`src/rtl/btn_pkg.sv`:
```
// rtl/btn_pkg.sv - shared constants and helpers for the push-button pulse generator
package btn_pkg;

   // Edge selection codes for EDGE_MODE
   localparam int EDGE_RISE = 0;
   localparam int EDGE_FALL = 1;
   localparam int EDGE_BOTH = 2;

   // Default timing for a 200 Hz scan clock
   localparam int DEF_NCH        = 4;
   localparam int DEF_STABLE_CNT = 4;    // 20 ms debounce
   localparam int DEF_HOLD_CNT   = 100;  // 0.5 s before first repeat
   localparam int DEF_REPEAT_CNT = 20;   // 0.1 s between repeats

   // Number of bits needed to hold values 0 .. value-1
   function automatic int clog2(input int value);
      int r;
      r = 0;
      while ((1 << r) < value) r = r + 1;
      return r;
   endfunction

   function automatic int max2(input int a, input int b);
      return (a > b) ? a : b;
   endfunction

endpackage

```
`src/rtl/btn_channel.sv`:
```
// rtl/btn_channel.sv - one button: synchroniser, debouncer, edge qualifier, auto-repeat
module btn_channel
   import btn_pkg::*;
#(
   parameter int STABLE_CNT = DEF_STABLE_CNT,
   parameter int EDGE_MODE  = EDGE_RISE,
   parameter int HOLD_CNT   = DEF_HOLD_CNT,
   parameter int REPEAT_CNT = DEF_REPEAT_CNT
) (
   input  logic clk_200h,
   input  logic rst,
   input  logic btn_in,
   input  logic repeat_en,
   output logic level,
   output logic pulse
);

   localparam int DB_W = clog2(STABLE_CNT + 1);
   localparam int RP_W = clog2(max2(HOLD_CNT, REPEAT_CNT) + 1);

   localparam logic [DB_W-1:0] DB_LAST   = DB_W'(STABLE_CNT - 1);
   localparam logic [RP_W-1:0] HOLD_LAST = RP_W'(HOLD_CNT - 1);
   localparam logic [RP_W-1:0] REP_LAST  = RP_W'(REPEAT_CNT - 1);

   logic            r_s1;
   logic            r_s2;
   logic            r_level;
   logic [DB_W-1:0] r_db_cnt;
   logic [RP_W-1:0] r_rp_cnt;
   logic            r_first;
   logic            r_pulse;

   logic w_differs;
   logic w_flip;
   logic w_rise;
   logic w_fall;
   logic w_edge_hit;
   logic w_rp_active;
   logic w_rp_fire;

   assign w_differs   = (r_s2 != r_level);
   assign w_flip      = w_differs && (r_db_cnt == DB_LAST);
   assign w_rise      = w_flip && r_s2;
   assign w_fall      = w_flip && !r_s2;
   assign w_rp_active = r_level && repeat_en;
   assign w_rp_fire   = w_rp_active &&
                        (r_first ? (r_rp_cnt == HOLD_LAST) : (r_rp_cnt == REP_LAST));

   // Pick which debounced transitions count as events
   always_comb begin
      w_edge_hit = 1'b0;
      case (EDGE_MODE)
         EDGE_FALL: w_edge_hit = w_fall;
         EDGE_BOTH: w_edge_hit = w_rise | w_fall;
         default:   w_edge_hit = w_rise;
      endcase
   end

   // Two-flop synchroniser for the asynchronous button level
   always_ff @(posedge clk_200h) begin
      if (rst) begin
         r_s1 <= 1'b0;
         r_s2 <= 1'b0;
      end else begin
         r_s1 <= btn_in;
         r_s2 <= r_s1;
      end
   end

   // Debounce: level follows s2 only after STABLE_CNT consecutive differing samples
   always_ff @(posedge clk_200h) begin
      if (rst) begin
         r_level  <= 1'b0;
         r_db_cnt <= '0;
      end else if (!w_differs) begin
         r_db_cnt <= '0;
      end else if (w_flip) begin
         r_level  <= r_s2;
         r_db_cnt <= '0;
      end else begin
         r_db_cnt <= r_db_cnt + 1'b1;
      end
   end

   // Auto-repeat timer: HOLD_CNT to the first repeat, then every REPEAT_CNT
   always_ff @(posedge clk_200h) begin
      if (rst) begin
         r_rp_cnt <= '0;
         r_first  <= 1'b1;
      end else if (!w_rp_active) begin
         r_rp_cnt <= '0;
         r_first  <= 1'b1;
      end else if (w_rp_fire) begin
         r_rp_cnt <= '0;
         r_first  <= 1'b0;
      end else begin
         r_rp_cnt <= r_rp_cnt + 1'b1;
      end
   end

   // Edge and repeat events merge into a single registered pulse
   always_ff @(posedge clk_200h) begin
      if (rst) r_pulse <= 1'b0;
      else     r_pulse <= w_edge_hit | w_rp_fire;
   end

   assign level = r_level;
   assign pulse = r_pulse;

endmodule

```
`src/rtl/btn_pulse_gen.sv`:
```
// rtl/btn_pulse_gen.sv - multi-channel push-button pulse generator top
module btn_pulse_gen
   import btn_pkg::*;
#(
   parameter int NCH        = DEF_NCH,
   parameter int STABLE_CNT = DEF_STABLE_CNT,
   parameter int EDGE_MODE  = EDGE_RISE,
   parameter int HOLD_CNT   = DEF_HOLD_CNT,
   parameter int REPEAT_CNT = DEF_REPEAT_CNT
) (
   input  logic           clk_200h,
   input  logic           rst,
   input  logic [NCH-1:0] btn_in,
   input  logic           repeat_en,
   output logic [NCH-1:0] level,
   output logic [NCH-1:0] pulse,
   output logic           any_pulse
);

   logic r_any_pulse;

   for (genvar g = 0; g < NCH; g++) begin : g_ch
      btn_channel #(
         .STABLE_CNT (STABLE_CNT),
         .EDGE_MODE  (EDGE_MODE),
         .HOLD_CNT   (HOLD_CNT),
         .REPEAT_CNT (REPEAT_CNT)
      ) u_ch (
         .clk_200h  (clk_200h),
         .rst       (rst),
         .btn_in    (btn_in[g]),
         .repeat_en (repeat_en),
         .level     (level[g]),
         .pulse     (pulse[g])
      );
   end

   // Summary event flag, one cycle behind the per-channel pulses
   always_ff @(posedge clk_200h) begin
      if (rst) r_any_pulse <= 1'b0;
      else     r_any_pulse <= |pulse;
   end

   assign any_pulse = r_any_pulse;

endmodule

```
`config.mk`:
```
export PLATFORM = sky130hd
export DESIGN_NAME = btn_pulse_gen
export DESIGN_NICKNAME = d
export VERILOG_FILES = /design/src/rtl/btn_pkg.sv /design/src/rtl/btn_channel.sv /design/src/rtl/btn_pulse_gen.sv
export SDC_FILE = /design/constraint.sdc
export NUM_CORES = 1
export LEC_CHECK = 0
export ABC_AREA = 1
export CAP_MARGIN = 20
export CORE_MARGIN = 2
export CORE_UTILIZATION = 45
export DETAILED_ROUTE_END_ITERATION = 7
export PLACE_DENSITY = 0.65
export SYNTH_ARGS = -nofsm -noshare
export SYNTH_HDL_FRONTEND = slang
export SYNTH_SLANG_ARGS = --single-unit
```
`constraint.sdc`:
```
create_clock -name clk_200h -period 1.1 [get_ports clk_200h]
set_input_delay 0.165 -clock clk_200h [delete_from_list [all_inputs] [get_ports clk_200h]]
set_output_delay 0.165 -clock clk_200h [all_outputs]
set_load 0.01 [all_outputs]
```
[After elaboration in Yosys (flattened, before gate mapping)]
Index checks and enable logic that the tools add are counted.
Word-level totals
  bits in registers: 61
  input port bits: 7
  output and inout port bits: 9
  logic and storage cells: 102
Cells by class
  $add $sub $neg: 8
  equality and inequality tests: 16
  mux-type cells: 4
  bitwise operators: 12
  reductions and logical operators: 33
Operators with widths (number)
  $add A7 B1 Y7 const B: 4
  $eq A7 B5 Y1 const B: 4
  $eq A7 B7 Y1 const B: 4
  $reduce_or A3 Y1: 8
  $logic_and A1 B1 Y1: 16
  $add A3 B1 Y3 const B: 4
  $eq A3 B2 Y1 const B: 4
  $not A1 Y1: 8
  $reduce_and A2 Y1: 4
  $reduce_or A2 Y1: 4
  $mux W1: 4
  $ne A1 B1 Y1: 4
  $or A1 B1 Y1: 4
  $reduce_or A4 Y1: 1

[Depth between registers and ports, before layout]
  depth in word-level cells: 4
  gate-level depth with buffers: 8
  gate-level depth less buffers: 8

[Hierarchy]
From an unflattened synthesis, not the netlist that was laid out.
Unflattened totals
  cells, all modules: 324
  area total of the unflattened synthesis: 2675.1 um^2
By module, submodules not included
  btn_channel: times used 4, cells each 80, area each 660.6 um^2, sequential area each 300.3 um^2
  btn_pulse_gen: times used 1, cells each 4, area each 32.5 um^2, sequential area each 20.0 um^2

[Least setup slack after synthesis]
Ideal clock, no wire load.
  path kind: register -> register
  start: reg g_ch[0].u_ch.r_rp_cnt[0]
  end: reg g_ch[0].u_ch.r_rp_cnt[2]
  library setup time: 0.116 ns
  arrival: 0.987 ns
  data required time: 0.984 ns
  slack: -0.003 ns
  cell stages (with the launch flop): 7
  path buffers: 0
  clock period less this slack: 1.103 ns
  path through: dfxtp_1 ha_1 nand2_1 nor2_1 nand2_2 nand2_2 nor2_1
On the way
  word-level cells in the longest chain between the ends: 4
  elaborated cells on any way between the ends: 6
  those cells by class: add/sub: 1; eq/ne: 2; mux: 1; reduce/logical: 2
Ends and longest elaborated chain
  start: declaration: RTL line btn_channel.sv:29  | logic [RP_W-1:0] r_rp_cnt;
  start signal: assignment: RTL line btn_channel.sv:97  | r_rp_cnt <= r_rp_cnt + 1'b1;
  parallel branches: the longest is 4 deep, another holds $add A7 B1 Y7
Parallel ways; which one is timed is not known.
A chain may end at the register's enable or synchronous reset.

[Final worst setup path]
  start: reg g_ch[3].u_ch.r_pulse
  end: out pulse[3]
RTL lines
  start: declaration: RTL line btn_channel.sv:31  | logic r_pulse;
  start signal: assignment: RTL line btn_channel.sv:104  | else r_pulse <= w_edge_hit | w_rp_fire;
  end: declaration: RTL line btn_pulse_gen.sv:16  | output logic [NCH-1:0] pulse,
No word-level cell between the ends.

==> results.toml <==
[placement]
port_buffers = 15
dpl.hpwl_um = 3070
place.gp.congestion = 0.790
dp.cells = 432

[grt]
grt_max_degree = 11
overflow = 0
grt_pass1_wl_um = 7230
antenna_found_initial = 0
grt_usage = 0.148
grt_pass1_vias = 1766

[final_layout]
final_cell_count_no_fill = 449
fin_nets = 393
area_growth_pct = 26.0
final_core_util = 0.589
drive_above_1_share = 0.273
antennaDiodeCount = 0

[floorplanning]
die_height_um = 79.6
die_x_um = 79.6
num_rows = 27
coreArea_um2 = 5510
ios = 16
dieArea_um2 = 6340
start_util = 0.467

[worst_setup_path]
cp-start-kind = "flop"
critPathKind = "flop to output port"
worstSetupEndpointType = "output port"
cp_data_required_time_ns = 0.94
cp_max_fo = 2
cp.arrival_ns = 0.88
worst-path-buf-inv = 1
crit_start = "g_ch[3].u_ch.pulse"
critical_path.cell_chain = "clkdlybuf4s15_2"
critPathTopFamily = "flip-flops"
slowest_delay_ns = 0.34
slowest_stage = "dfxtp_2"
rr_startpoint = "g_ch[0].u_ch.r_db_cnt[0]"

[clock_network]
clock_path_buffers = 2
cts.sinks = 61
tritoncts = "done"
cts.hold.buffers_added = 0
insertion_delay_ns = 0.34
cts_buffers = 9
cts-root-buf = "clkbuf_8"
h-tree-depth = 3
clk_pin_slew_ns = 0.06

[sta]
slew_headroom = 0.792
max_freq_ghz = 0.953
setup_viol_count_final = 0
rsz0062_at_grt = "true"
period_share = 0.954
min_period_ns = 1.05
skew_ns = 0.00598
slew_violations = 0
worst_slew_pin_slew_ns = 0.311
finalHoldViolations = 0

[routing]
ant_nets = 0
routed_wirelength_um = 4410
vias = 2039
drt-vias-per-instance = 4.54
first_pass_iters = 4
wl_per_cell_um = 9.83
drc = 0
first_iter_violations = 68

[logic_synthesis]
yosysUniqueCellTypes = 19
synth_seq_cells = 61
synthCells = 339
synth_area_um2 = 2570
yosys_warnings = 0
syn_avg_cell_area_um2 = 7.59
yosysSeqAreaShare = 0.474
syn_nets = 358

[pwr]
switching_share = 0.201
power_switching_mw = 0.831
internal_power_mw = 3.30
peakVddDrop_mv = 0.946
power.leakage_nw = 1.33
combPwrFrac = 0.021
power_frac_clock = 0.438
powerDensity_nw_per_um2 = 1280
pwr-share-seq = 0.541

[worst_hold_path]
min-delay-start = "btn_in[0]"
hold_path_class = "input pin to flop"

[outcome]
status = "finished clean"

[flow_run]
max_cap_viol_count = 0
==> flip-flops by register name, indices dropped and copies added, names as in the netlist <==
| signal | count |
|---|---|
| g_ch.u_ch.r_db_cnt | 12 |
| g_ch.u_ch.r_rp_cnt | 28 |
| any_pulse | 1 |
| g_ch.u_ch.r_s1 | 4 |
| g_ch.u_ch.level | 4 |
| g_ch.u_ch.pulse | 4 |
| g_ch.u_ch.r_s2 | 4 |
| g_ch.u_ch.r_first | 4 |
==> logic make-up after synthesis <==
family                   share of synthesized area
adder cells (fa/ha/maj)                     0.0583
AO/OA/AOI/OAI                               0.0399
flip-flops                                   0.474
buffers and inverters                        0.105
AND/OR/NAND/NOR                              0.275
XOR/XNOR                                    0.0476
==> final cells by class <==
cell class / instances / area (um^2)
Clock buffer: 13 / 179
Multi-Input combinational cell: 215 / 1250
Fill cell: 476 / 2260
Sequential cell: 61 / 1250
Clock inverter: 1 / 5.00
Timing Repair Buffer: 34 / 265
Inverter: 53 / 199
Tap cell: 72 / 90.1
==> Yosys cell counts, drive strengths merged <==
cell     n  area (um^2)
a21oi    8         40.0
nor2    77          294
o21bai   5         37.5
buf     10         70.1
o21ai    5         25.0
nand3b   4         30.0
nand4    2         12.5
dfxtp   61         1220
xnor2    5         43.8
inv     53          199
nor4     1         6.26
ha      12          150
nand2   68          270
nand3   19         95.1
xor2     9         78.8
==> per-layer routing <==
layer / global-route usage / vias up / wire, um
met3: 0.0713 / 8 / 185
met4: 0.0517 / 0 / 64
met2: 0.244 / 19 / 2130
li1: - / 1098 / -
met1: 0.167 / 914 / 2040
met5: 0 / - / 0
==> stage by stage <==
step | area, um^2 | hold WS (ns) | setup TNS, ns | power (mW) | setup slack (ns)
final | 3240 | 0.346 | 0 | 4.14 | 0.0510
after global routing | 3240 | 0.331 | -0.0178 | 4.30 | -0.00625
after global placement | 2870 | 0.392 | -11.01 | 2.36 | -0.301
after CTS | 3100 | 0.329 | 0 | 4.19 | 0.00324
after floorplan | 2580 | 0.272 | 0 | 2.32 | 0.0175
after detailed placement | 2870 | 0.399 | -11.73 | 2.36 | -0.314
==> final timing paths <==
kind | cells past startpoint | slack (ns) | end
max reg2reg | 5 | 0.06 | g_ch[0].u_ch.level
min reg2reg | 1 | 0.40 | g_ch[0].u_ch.r_db_cnt[0]
max | 1 | 0.05 | pulse[3]
min | 3 | 0.35 | g_ch[0].u_ch.r_s1
==> cells in the final DEF (no fill, tap or decap), types with 8 or more instances in the layout <==
cell type / netlist / layout
nor2_1: 75 / 68
buf_4: 8 / 19
xor2_1: 9 / 9
nor2_2: 2 / 8
dfxtp_1: 61 / 38
nand2_1: 62 / 59
clkbuf_8: 0 / 13
nand3_1: 19 / 13
inv_1: 52 / 48
a21oi_1: 8 / 8
dfxtp_2: 0 / 23
==> power groups by stage <==
stage | sequential [mW] | combinational [mW] | clock [mW]
finish | 2.24 | 0.0856 | 1.81
global route | 2.24 | 0.0943 | 1.96
CTS | 2.24 | 0.0786 | 1.88
detailed placement | 2.29 | 0.0785 | 0
global placement | 2.28 | 0.0774 | 0
floorplan | 2.28 | 0.0325 | 0
==> worst register-to-register path, stage by stage, from the launching register on <==
cell	delay [ns]
dfxtp_2	0.33
ha_1	0.16
ha_2	0.19
inv_2	0.04
o21ai_0	0.13
a21oi_1	0.08
==> repair_timing <==
action,CTS,global route
buffers inserted,1,2
pin swaps,7,19
endpoints found under the setup margin,34,56
gates resized for setup,40,58
No activity file was read; power rests on OpenSTA's default activity.
